File: config.mk
export PLATFORM = sky130hd
export DESIGN_NAME = pipe_ctrl
export DESIGN_NICKNAME = d
export VERILOG_FILES = /design/src/rtl/cpu_pkg.sv /design/src/rtl/sat_counter.sv /design/src/rtl/pipe_ctrl.sv
export SDC_FILE = /design/constraint.sdc
export NUM_CORES = 1
export LEC_CHECK = 0
export ABC_CLOCK_PERIOD_IN_PS = 2800
export BUFFER_PORTS_ARGS = -buffer_cell sky130_fd_sc_hd__clkbuf_2
export CAP_MARGIN = 5
export CELL_PAD_IN_SITES_DETAIL_PLACEMENT = 1
export CELL_PAD_IN_SITES_GLOBAL_PLACEMENT = 1
export CORE_MARGIN = 4
export CORE_UTILIZATION = 30
export DETAILED_ROUTE_END_ITERATION = 16
export GPL_TIMING_DRIVEN = 0
export PLACE_DENSITY_LB_ADDON = 0.25
export SLEW_MARGIN = 10
export SYNTH_ARGS = -nofsm -noshare
export SYNTH_HDL_FRONTEND = slang
export SYNTH_HIERARCHICAL = 1
export SYNTH_SLANG_ARGS = --single-unit
File: constraint.sdc
create_clock -name clk -period 2.8 [get_ports clk]
set_input_delay 0.84 -clock clk [delete_from_list [all_inputs] [get_ports clk]]
set_output_delay 0.84 -clock clk [all_outputs]
set_load 0.05 [all_outputs]
File: src/rtl/cpu_pkg.sv
// Shared core definitions for the pipeline sequencing controller.
//  ctrl_state_e : controller FSM states
//  STALL_*      : per-stage hold patterns (bit0 pc .. bit5 wb)
package cpu_pkg;

  typedef enum logic [1:0] {RUN, DIV_WAIT, FLUSH} ctrl_state_e;

  localparam logic [5:0] STALL_NONE = 6'b000000;
  localparam logic [5:0] STALL_ID   = 6'b000111;  // hold pc, if, id
  localparam logic [5:0] STALL_EX   = 6'b001111;  // hold pc, if, id, ex

endpackage

File: src/rtl/sat_counter.sv
// Saturating up-counter with synchronous clear.
//  clk   : clock, rising edge
//  rst   : synchronous reset, active-high
//  inc_i : count this cycle (ignored once at all-ones)
//  clr_i : clear to 0, takes priority over inc_i
//  cnt_o : current count
module sat_counter #(
  parameter int unsigned Width = 16
) (
  input  logic             clk,
  input  logic             rst,
  input  logic             inc_i,
  input  logic             clr_i,
  output logic [Width-1:0] cnt_o
);

  logic [Width-1:0] cnt_q, cnt_d;

  always_comb begin
    cnt_d = cnt_q;
    if (clr_i) begin
      cnt_d = '0;
    end else if (inc_i && (cnt_q != '1)) begin
      cnt_d = cnt_q + Width'(1);
    end
  end

  always_ff @(posedge clk) begin
    if (rst) begin
      cnt_q <= '0;
    end else begin
      cnt_q <= cnt_d;
    end
  end

  assign cnt_o = cnt_q;

endmodule

File: src/rtl/pipe_ctrl.sv
// Pipeline sequencing controller for the 5-stage core.
// Merges id/ex stall requests, runs the divider handshake with a timeout,
// issues flushes with a redirect pc and counts stalled cycles.
//  clk / rst      : clock, synchronous active-high reset
//  stallreq_id_i  : id load-use stall request
//  stallreq_ex_i  : ex single-cycle stall request
//  div_start_i    : divide launch pulse
//  div_ready_i    : divide result valid pulse
//  flush_req_i    : flush request, flush_pc_i is the redirect target
//  cnt_clr_i      : clear the stall counter
//  stall_o        : per-stage hold vector
//  flush_o        : clear all stage registers
//  new_pc_o       : redirect pc, valid with flush_o
//  div_cancel_o   : abort in-flight divide
//  div_abort_o    : divide timed out
//  stall_cnt_o    : saturating count of stalled cycles
module pipe_ctrl
  import cpu_pkg::*;
#(
  parameter int unsigned InstAddrBus = 32,
  parameter int unsigned StallBus    = 6,
  parameter int unsigned FlushCycles = 2,
  parameter int unsigned DivTimeout  = 64,
  parameter int unsigned CntBus      = 16
) (
  input  logic                   clk,
  input  logic                   rst,
  input  logic                   stallreq_id_i,
  input  logic                   stallreq_ex_i,
  input  logic                   div_start_i,
  input  logic                   div_ready_i,
  input  logic                   flush_req_i,
  input  logic [InstAddrBus-1:0] flush_pc_i,
  input  logic                   cnt_clr_i,
  output logic [StallBus-1:0]    stall_o,
  output logic                   flush_o,
  output logic [InstAddrBus-1:0] new_pc_o,
  output logic                   div_cancel_o,
  output logic                   div_abort_o,
  output logic [CntBus-1:0]      stall_cnt_o
);

  localparam int unsigned TmoW     = $clog2(DivTimeout);
  localparam logic [TmoW-1:0] TmoLast = TmoW'(DivTimeout - 1);
  localparam logic [3:0]      BubLoad = 4'(FlushCycles - 1);

  ctrl_state_e            state_q, state_d;
  logic [TmoW-1:0]        tmo_q, tmo_d;
  logic [3:0]             bub_q, bub_d;
  logic [InstAddrBus-1:0] pc_q, pc_d;

  always_comb begin
    state_d      = state_q;
    tmo_d        = tmo_q;
    bub_d        = bub_q;
    pc_d         = pc_q;
    stall_o      = StallBus'(STALL_NONE);
    flush_o      = 1'b0;
    new_pc_o     = '0;
    div_cancel_o = 1'b0;
    div_abort_o  = 1'b0;

    unique case (state_q)
      RUN: begin
        if (flush_req_i) begin
          flush_o  = 1'b1;
          new_pc_o = flush_pc_i;
          pc_d     = flush_pc_i;
          bub_d    = BubLoad;
          state_d  = FLUSH;
        end else if (div_start_i) begin
          stall_o = StallBus'(STALL_EX);
          tmo_d   = '0;
          state_d = DIV_WAIT;
        end else if (stallreq_ex_i) begin
          stall_o = StallBus'(STALL_EX);
        end else if (stallreq_id_i) begin
          stall_o = StallBus'(STALL_ID);
        end
      end

      DIV_WAIT: begin
        if (flush_req_i) begin
          // Flush beats a same-cycle ready; the divide result is dropped.
          div_cancel_o = 1'b1;
          flush_o      = 1'b1;
          new_pc_o     = flush_pc_i;
          pc_d         = flush_pc_i;
          bub_d        = BubLoad;
          state_d      = FLUSH;
        end else if (div_ready_i) begin
          state_d = RUN;
        end else if (tmo_q == TmoLast) begin
          div_abort_o  = 1'b1;
          div_cancel_o = 1'b1;
          state_d      = RUN;
        end else begin
          stall_o = StallBus'(STALL_EX);
          tmo_d   = tmo_q + TmoW'(1);
        end
      end

      FLUSH: begin
        flush_o = 1'b1;
        if (flush_req_i) begin
          new_pc_o = flush_pc_i;
          pc_d     = flush_pc_i;
          bub_d    = BubLoad;
        end else begin
          new_pc_o = pc_q;
          if (bub_q == 4'd0) begin
            state_d = RUN;
          end else begin
            bub_d = bub_q - 4'd1;
          end
        end
      end

      default: state_d = RUN;
    endcase
  end

  always_ff @(posedge clk) begin
    if (rst) begin
      state_q <= RUN;
      tmo_q   <= '0;
      bub_q   <= '0;
      pc_q    <= '0;
    end else begin
      state_q <= state_d;
      tmo_q   <= tmo_d;
      bub_q   <= bub_d;
      pc_q    <= pc_d;
    end
  end

  sat_counter #(
    .Width(CntBus)
  ) u_stall_cnt (
    .clk  (clk),
    .rst  (rst),
    .inc_i(|stall_o),
    .clr_i(cnt_clr_i),
    .cnt_o(stall_cnt_o)
  );

endmodule
==> impl_metrics.py <==
metrics = {
    "timing": {
        "fin_ws_ns": 0.0410,
        "fin_crit_ns": 2.76,
        "finClkSkew_ns": 0.0125,
        "worst_pin_slew_ns": 0.708,
        "max_freq_mhz": 362,
        "hold_viol_final": 0,
        "finalCritPeriodShare": 0.985,
        "setup_violations": 0,
        "slew_headroom": 0.523,
        "rsz0062_at_grt": "true",
        "slew_violations": 0,
    },
    "placement": {
        "place_inst": 680,
        "hpwlAfterDp_mm": 8.35,
        "numPortBuffers": 93,
        "gp_congestion": 0.785,
        "place_worst_setup_slack_ns": -0.497,
    },
    "synth": {
        "yosys_warnings": 6,
        "synth-main-ff-cell": "dfxtp_1",
        "async_flop_share": 0,
        "yosysTopAreaCell": "dfxtp_1",
        "ys_seq_area_frac": 0.358,
        "synth-seq-cells": 60,
        "synth-edff-count": 0,
        "synthTopCellsByArea": "dfxtp_1 36%, nand2_1 13%, a22oi_1 7.2%",
        "ys_types": 51,
        "netlist_instances": 446,
        "synth_area_per_cell_um2": 7.53,
        "mappedNetlistArea_um2": 3360,
        "synth_top_area_frac": 0.358,
    },
    "clock_tree": {
        "clk_latency_ns": 0.34,
        "cts_buffers": 9,
        "htree_num_levels": 3,
        "clk_pin_slew_ns": 0.07,
        "cts_tree": "done",
        "cts_root_buf": "clkbuf_8",
        "cts.sinks": 60,
        "clockBufferDepth": 2,
    },
    "setup_path": {
        "cp_top_family": "buffers and inverters",
        "critPathMaxStageDelay_ns": 0.37,
        "crit_fanout": 7,
        "cp_slowest_cell": "nor4b_4",
        "crit_buf_inv": 3,
        "critPathCaptureType": "output pin",
        "crit_required_ns": 1.96,
        "crit_type": "primary input to output pin",
        "cp-start-kind": "primary input",
        "path_cells": "buf_12, nor4b_4, buf_4, nor2b_2, buf_2",
        "cp.arrival_ns": 1.92,
    },
    "drt": {
        "drt_iter0_drc": 93,
        "firstDrtPassIters": 4,
        "vias_per_cell": 5.18,
        "ant_nets": 0,
        "wl_per_cell_um": 16.1,
        "route.detailed.drc": 0,
        "routed_wl_mm": 11.3,
        "dr_total_vias": 3624,
    },
    "final_layout": {
        "final_layout_size_suffix_gt1_frac": 0.388,
        "final_cell_mix": "115 x nand2_1, 61 x clkbuf_2, 60 x dfxtp_1",
        "diodes": 0,
        "instances_no_fill": 700,
        "area_growth_pct": 50.8,
        "nets": 599,
        "final_common_cell": "nand2_1",
    },
    "grt": {
        "grt_pass1_wl_mm": 19.0,
        "grt-ovfl-total": 0,
        "grt_pass1_vias": 3820,
        "grt_max_degree": 11,
        "grt.total_usage": 0.180,
        "antenna_found_initial": 0,
    },
    "floorplanning": {
        "row_count": 38,
        "die_h_um": 114,
        "initial_utilization": 0.308,
        "die-area_um2": 12900,
        "pin_count": 97,
        "die_x_um": 114,
        "core-area_um2": 10900,
    },
    "flow_run": {
        "drv_cap": 0,
    },
    "worst_hold_path": {
        "hold_path_class": "flop to flop",
    },
    "power_and_ir_drop": {
        "powerDensity_nw_per_um2": 478,
        "irDropWorstVdd_mv": 0.249,
        "power_leakage_nw": 1.96,
    },
    "outcome": {
        "outcome": "completed",
    },
}
[worst min-delay path: cells and delay by family, from the launching register on]
kind	cells	cell delay, ns
DFF	1	0.32
and+or+nand+nor	1	0.05
AOI/OAI and AO/OA	1	0.05
[layout make-up]
class | instances | area, um2
plain buffers | 38 | 310
clock buffers | 11 | 131
clock inverters | 5 | 52.6
inverters | 5 | 18.8
flip-flops and latches | 60 | 1200
fillers | 1320 | 5820
repair buffers | 98 | 713
multi-input cells | 343 | 2460
well taps | 140 | 175
[final timing paths]
path                             startpoint                   end  slack, ns  cells past startpoint
worst max register to register   state_q[0]  u_stall_cnt/cnt_o[9]       0.30                      7
worst min register to register      pc_q[6]               pc_q[6]       0.47                      2
worst max-delay path            flush_req_i           div_abort_o       0.04                      5
worst min-delay path                pc_q[6]               pc_q[6]       0.47                      2
[power breakdown]
group	switching [W]	total (W)	internal, W
combinational	0.000476	0.000750	0.000274
sequential	0.0000226	0.000909	0.000886
clock	0.000353	0.000760	0.000407
[cells by family (layout without fill, tap and decap cells)]
kind of cell,after synthesis,after routing,share of synthesized area
flip-flops,60,60,0.358
AO/OA/AOI/OAI,145,145,0.270
AND/OR/NAND/NOR,185,185,0.270
buffers and inverters,44,157,0.0652
other,1,2,0.00112
adder cells (fa/ha/maj),4,4,0.0149
multiplexers,7,7,0.0209
[layer usage]
metal  vias to the layer above  wire length, um  track usage
li1                       1799                -            -
met1                      1745             5050        0.227
met2                        67             5640        0.313
met3                        13              466       0.0334
met4                         0              136       0.0499
met5                         -                0            0
[sequential cells by signal, summed over array words and instances, names as in the netlist]
name	count
bub_q	4
tmo_q	6
pc_q	32
u_stall_cnt/cnt_o	16
state_q	2
[what timing repair did]
action                                  4_1_cts  5_1_grt
setup buffers                                 5        0
gates resized for setup                     104       31
endpoints found under the setup margin       39       35
hold buffers                                  0        0
cloned                                        0        0
hold endpoints to repair                      0        0
pin swaps                                     3        7
[cells in the mapped netlist (6+ instances only)]
library cell	count
nand2_1	115
dfxtp_1	60
a21oi_1	42
o21ai_0	41
a22oi_1	32
clkbuf_1	24
nand2b_1	8
nand3_1	8
nor2_1	8
mux2i_1	7
nor3_1	6
or3_1	6
[per-stage QoR]
step / utilization / area (um2) / TNS (ns) / hold slack (ns) / power (W)
after floorplan: - / 3740 / -0.230 / 0.436 / 0.00141
after global placement: 0.403 / 4380 / -13.51 / 0.441 / 0.00155
after detailed placement: 0.403 / 4380 / -15.48 / 0.448 / 0.00157
after CTS: 0.460 / 5010 / -0.446 / 0.460 / 0.00244
after global routing: 0.465 / 5060 / -0.0122 / 0.485 / 0.00254
final: 0.465 / 5060 / 0 / 0.465 / 0.00242
(Power assumes the default switching activity.)
